<file path="config.mk">
export PLATFORM = sky130hd
export DESIGN_NAME = stream_mux_rr_flat
export DESIGN_NICKNAME = d
export VERILOG_FILES = /design/src/rtl/stream_mux_rr_if.sv /design/src/rtl/stream_mux_rr.sv /design/src/flat_wrapper.sv
export SDC_FILE = /design/constraint.sdc
export NUM_CORES = 1
export LEC_CHECK = 0
export BUFFER_PORTS_ARGS = -buffer_cell sky130_fd_sc_hd__clkbuf_2
export CORE_UTILIZATION = 47
export CTS_BUF_LIST = sky130_fd_sc_hd__clkbuf_2
export CTS_CLUSTER_DIAMETER = 80
export DETAILED_ROUTE_END_ITERATION = 7
export GPL_TIMING_DRIVEN = 0
export PLACE_DENSITY = 0.79
export RECOVER_POWER = 25
export SLEW_MARGIN = 20
export SYNTH_ARGS = -nofsm -noshare
export SYNTH_HDL_FRONTEND = slang
export SYNTH_SLANG_ARGS = --single-unit
</file>
<file path="constraint.sdc">
create_clock -name clk -period 4.7 [get_ports clk]
set_input_delay 0 -clock clk [delete_from_list [all_inputs] [get_ports clk]]
set_output_delay 0 -clock clk [all_outputs]
set_load 0.01 [all_outputs]
</file>
<file path="src/rtl/stream_mux_rr_if.sv">
// Stream bundle between CHANNELS producers, the mux and one consumer.
// in_last/out_last exist only when STREAM_MUX_RR_LAST_EN is defined.
interface stream_mux_rr_if #(
   parameter int N        = 8,
   parameter int CHANNELS = 16
);
   localparam int SEL_W = $clog2(CHANNELS);

   logic [CHANNELS-1:0]   in_valid;
   logic [CHANNELS-1:0]   in_ready;
   logic [CHANNELS*N-1:0] in_data;
   logic                  out_valid;
   logic                  out_ready;
   logic [N-1:0]          out_data;
   logic [SEL_W-1:0]      out_channel;
`ifdef STREAM_MUX_RR_LAST_EN
   logic [CHANNELS-1:0]   in_last;
   logic                  out_last;

   modport slave (
      input  in_valid, in_data, in_last, out_ready,
      output in_ready, out_valid, out_data, out_channel, out_last
   );
   modport master (
      output in_valid, in_data, in_last, out_ready,
      input  in_ready, out_valid, out_data, out_channel, out_last
   );
`else
   modport slave (
      input  in_valid, in_data, out_ready,
      output in_ready, out_valid, out_data, out_channel
   );
   modport master (
      output in_valid, in_data, out_ready,
      input  in_ready, out_valid, out_data, out_channel
   );
`endif
endinterface

</file>
<file path="src/rtl/stream_mux_rr.sv">
// Registered CHANNELS:1 stream mux, round-robin or fixed-switch arbitration.
// Optional packet lock on in_last when STREAM_MUX_RR_LAST_EN is defined.
module stream_mux_rr #(
   parameter int N        = 8,
   parameter int CHANNELS = 16
) (
   input  logic                        clk,
   input  logic                        rst_n,
   input  logic                        mode,
   input  logic [$clog2(CHANNELS)-1:0] switch,
   stream_mux_rr_if.slave              bus
);
   localparam int SEL_W = $clog2(CHANNELS);

   logic [SEL_W-1:0] last_grant;
   logic [SEL_W-1:0] grant;
   logic             granted;
   logic             load_ok;
   logic             xfer;
   logic [N-1:0]     sel_data;
   int               idx;
`ifdef STREAM_MUX_RR_LAST_EN
   logic             locked;
`endif

   assign load_ok = !bus.out_valid || bus.out_ready;
   assign xfer    = granted && load_ok;

   always_comb begin
      granted = 1'b0;
      grant   = '0;
      idx     = 0;
      if (mode) begin
         // An out-of-range switch never matches any channel, so it grants nothing.
         for (int i = 0; i < CHANNELS; i++) begin
            if (switch == SEL_W'(i) && bus.in_valid[SEL_W'(i)]) begin
               granted = 1'b1;
               grant   = SEL_W'(i);
            end
         end
      end else begin
         // Walk from farthest to nearest so the closest valid after last_grant wins.
         for (int k = CHANNELS; k >= 1; k--) begin
            idx = (int'(last_grant) + k) % CHANNELS;
            if (bus.in_valid[SEL_W'(idx)]) begin
               granted = 1'b1;
               grant   = SEL_W'(idx);
            end
         end
      end
`ifdef STREAM_MUX_RR_LAST_EN
      if (locked) begin
         grant   = last_grant;
         granted = bus.in_valid[last_grant];
      end
`endif
   end

   assign sel_data = bus.in_data[int'(grant)*N +: N];

   // rst_n gates ready so the inputs see no acceptance while reset is held.
   always_comb begin
      bus.in_ready = '0;
      for (int i = 0; i < CHANNELS; i++)
         bus.in_ready[SEL_W'(i)] = rst_n && xfer && (grant == SEL_W'(i));
   end

   always_ff @(posedge clk or negedge rst_n) begin
      if (!rst_n) begin
         bus.out_valid   <= 1'b0;
         bus.out_data    <= '0;
         bus.out_channel <= '0;
         last_grant      <= SEL_W'(CHANNELS - 1);
`ifdef STREAM_MUX_RR_LAST_EN
         bus.out_last    <= 1'b0;
         locked          <= 1'b0;
`endif
      end else if (xfer) begin
         bus.out_valid   <= 1'b1;
         bus.out_data    <= sel_data;
         bus.out_channel <= grant;
         last_grant      <= grant;
`ifdef STREAM_MUX_RR_LAST_EN
         bus.out_last    <= bus.in_last[grant];
         locked          <= !bus.in_last[grant];
`endif
      end else if (bus.out_ready) begin
         bus.out_valid   <= 1'b0;
      end
   end
endmodule

</file>
<file path="src/flat_wrapper.sv">
// flat-port wrapper written by rule: the top's interface ports become plain ports
module stream_mux_rr_flat 
#(
   parameter int N        = 8,
   parameter int CHANNELS = 16
)
  (clk, rst_n, mode, switch, bus_in_valid, bus_in_data, bus_out_ready, bus_in_ready, bus_out_valid, bus_out_data, bus_out_channel);
  stream_mux_rr_if #(.N(N), .CHANNELS(CHANNELS)) bus_i ();
  input  logic clk;
  input  logic rst_n;
  input  logic mode;
  input  logic [$clog2(CHANNELS)-1:0] switch;
  input wire logic [$bits(bus_i.in_valid)-1:0] bus_in_valid;
  input wire logic [$bits(bus_i.in_data)-1:0] bus_in_data;
  input wire logic [$bits(bus_i.out_ready)-1:0] bus_out_ready;
  output wire logic [$bits(bus_i.in_ready)-1:0] bus_in_ready;
  output wire logic [$bits(bus_i.out_valid)-1:0] bus_out_valid;
  output wire logic [$bits(bus_i.out_data)-1:0] bus_out_data;
  output wire logic [$bits(bus_i.out_channel)-1:0] bus_out_channel;
  assign bus_i.in_valid = bus_in_valid;
  assign bus_i.in_data = bus_in_data;
  assign bus_i.out_ready = bus_out_ready;
  assign bus_in_ready = bus_i.in_ready;
  assign bus_out_valid = bus_i.out_valid;
  assign bus_out_data = bus_i.out_data;
  assign bus_out_channel = bus_i.out_channel;
  stream_mux_rr #(.N(N), .CHANNELS(CHANNELS)) u_core (.clk(clk), .rst_n(rst_n), .mode(mode), .switch(switch), .bus(bus_i));
endmodule
</file>
==> results_dict.tcl <==
set metrics [dict create \
    netlist_top_cells_count "130 x nand2_1, 60 x mux2i_1, 42 x nand3_1" \
    die_x_um 102 \
    synth.cell_area_mm2 0.00467 \
    yosys.area.top_type_share_pct 12.9 \
    yosysMostFrequentCell "nand2_1" \
    cts_tree "done" \
    synth_seq_area_share_pct 9.22 \
    hp-start "bus_in_data[6]" \
    antenna_found_initial 0 \
    vias 6101 \
    synth_area_leader_cell "mux2i_1" \
    syn_avg_cell_area_um2 7.67 \
    wl_per_cell_um 21.2 \
    grt_pass1_vias 5711 \
    ios 181 \
    syn_to_final_growth_pct 37.0 \
    cts_root_buffer "clkbuf_2" \
    cp_max_fo 10 \
    cts_buffers 3 \
    dp_hpwl_mm 15.4 \
    whs_path_depth 5 \
    die_h_um 102 \
    drv_slew 0 \
    fillCellCount 852 \
    startpoint_type "flip-flop" \
    place.gp.congestion 0.980 \
    timing.rr.end "u_core.bus.out_data[3]" \
    worstSkewPairLatency_ps 300 \
    diodes 0 \
    finalNetCount 967 \
    netlist_instances 609 \
    period_needed_ps 4630 \
    grt.overflow.total 0 \
    ant_nets 0 \
    drive_gt1_share_pct 43.9 \
    hold-path-endpoint "u_core.bus.out_data[6]" \
    drt_wl_total_mm 20.0 \
    synth_seq_cells 17 \
    drc_errors 0 \
    grt_max_degree 20 \
    initial_core_util_pct 48.2 \
    end_kind "flip-flop" \
    viasPerCell 6.49 \
    max_freq_mhz 216 \
    slew_headroom_pct 38.6 \
    finalSetupViolations 0 \
    path_class "reg2reg" \
    tightest_slew_ps 914 \
    core.rowCount 36 \
    critPathLaunch "u_core.last_grant[2]" \
    drtIter0Drc 664 \
    grt_pass1_wl_mm 29.5 \
    status "finished, final reports clean" \
    ys_warn_count 0 \
    clock_skew_ps 13.0 \
    cts_buffer_depth 2 \
    critPathArrivalTime_ps 4870 \
    grtUsageTotal_pct 37.4 \
    fin_ws_ps 71.5 \
    core_area_mm2 0.00968 \
    rrSetupSlack_ps 70 \
    synth_edf_count 0 \
    maxCapViolations 0 \
    io_buffer_count 170 \
    cp.required_ps 4940 \
    post-place-ws_ps -1330 \
    seq_area_um2 430 \
    hold_violations 0 \
    path_clk_slew_ps 170 \
    reg2reg_depth 18 \
    htree_levels 1 \
    synth_top_cells_by_area "mux2i_1 13%, mux4_2 11%, nand2_1 10%" \
    async_flop_share_pct 100 \
    first_pass_iters 7 \
    cts_num_sinks 17 \
    multi_input_area_mm2 0.00431 \
    yosys_most_used_dff "dfrtp_1" \
    ys_types 81 \
    hold_ws_ps 49.3 \
    die-area_mm2 0.0103 \
    timing.rr.start "u_core.last_grant[2]" \
    hold_path.class "in2reg" \
    min_period_over_period_pct 98.5 \
]
how the worst max path moves through the flow:
stage | slack, ps | depth (start not counted) | endpoint
after floorplan | 70 | 19 | u_core.bus.out_data[1]
after global placement | -1410 | 18 | bus_in_ready[7]
after detailed placement | -1330 | 18 | bus_in_ready[7]
after CTS | 0.1 | 18 | bus_in_ready[4]
after global routing | -20 | 16 | bus_in_ready[7]
final | 70 | 18 | u_core.bus.out_data[3]
registers in the layout, indices dropped and copies added, names as in the netlist:
| register | flops |
|---|---|
| u_core.last_grant | 4 |
| u_core.bus.out_channel | 4 |
| u_core.bus.out_data | 8 |
| u_core.bus.out_valid | 1 |
routing by layer:
layer | track usage, % | up-vias | routed length (um)
li1 | - | 2692 | -
met1 | 44.4 | 2855 | 7140
met2 | 64.3 | 447 | 9800
met3 | 4.90 | 107 | 1770
met4 | 22.1 | 0 | 1240
met5 | 0 | - | 0
placed cells by master (no fill, tap or decap), types with 10 or more instances in the layout:
master	netlist	layout
nand3_1	42	40
o21ai_0	14	13
and3_1	13	10
a21oi_1	26	24
mux2i_1	60	54
nand4_1	10	10
dfrtp_1	13	13
nor2_1	32	28
mux4_2	22	22
buf_4	14	28
nand2_1	130	128
a32oi_1	12	12
mux2_2	20	20
clkbuf_2	0	174
what timing repair did:
item,in CTS,in global routing
setup endpoints to repair,24,18
resized for setup,60,55
hold buffers,2,0
cloned,0,2
hold endpoints to repair,18,0
setup buffers,12,5
pin swaps,11,15
through the flow:
step / area [um2] / cells / utilization (%) / TNS [ps]
3_3_place_gp: 5710 / 919 / 59.0 / -25170
2_1_floorplan: 4690 / 616 / - / 0
3_5_place_dp: 5710 / 919 / 59.0 / -23840
6_report: 6400 / 940 / 66.0 / 0
5_1_grt: 6400 / 940 / 66.0 / -24.9
4_1_cts: 6120 / 934 / 63.2 / 0
area by class of cell:
class,instances,share of cell area (%)
Buffer,46,5.97
Clock buffer,4,0.313
Inverter,10,0.743
Tap cell,133,2.60
Timing Repair Buffer,190,16.2
Multi-Input combinational cell,540,67.4
Sequential cell,17,6.73
critical path, stage by stage, from the launching register on:
cell and delay [ps]:
dfstp_2 570, clkbuf_4 220, buf_6 190, clkinvlp_4 200, ha_1 290, a21boi_1 170, xnor2_2 260, mux4_2 440
and3_4 220, or4_4 550, o2111ai_4 140, a211oi_4 130, nor2_8 190, buf_12 130, buf_4 190, nand2_1 70
a32oi_1 280, a22oi_1 150, o211ai_1 170
logic make-up (layout without fill, tap and decap cells):
family / count (synthesis) / in the layout / share of synthesized area [%]
XOR/XNOR: 14 / 14 / 2.95
buffers and inverters: 60 / 250 / 7.53
other: 1 / 8 / 0.0803
flip-flops: 17 / 17 / 9.22
multiplexers: 105 / 105 / 29.6
AO/OA/AOI/OAI: 131 / 132 / 21.0
AND/OR/NAND/NOR: 274 / 274 / 27.8
adder cells (fa/ha/maj): 7 / 7 / 1.88
Power is left out: the tool's default activity adds up to more than one toggle a clock period on the data nets, which glitch-free logic cannot reach.
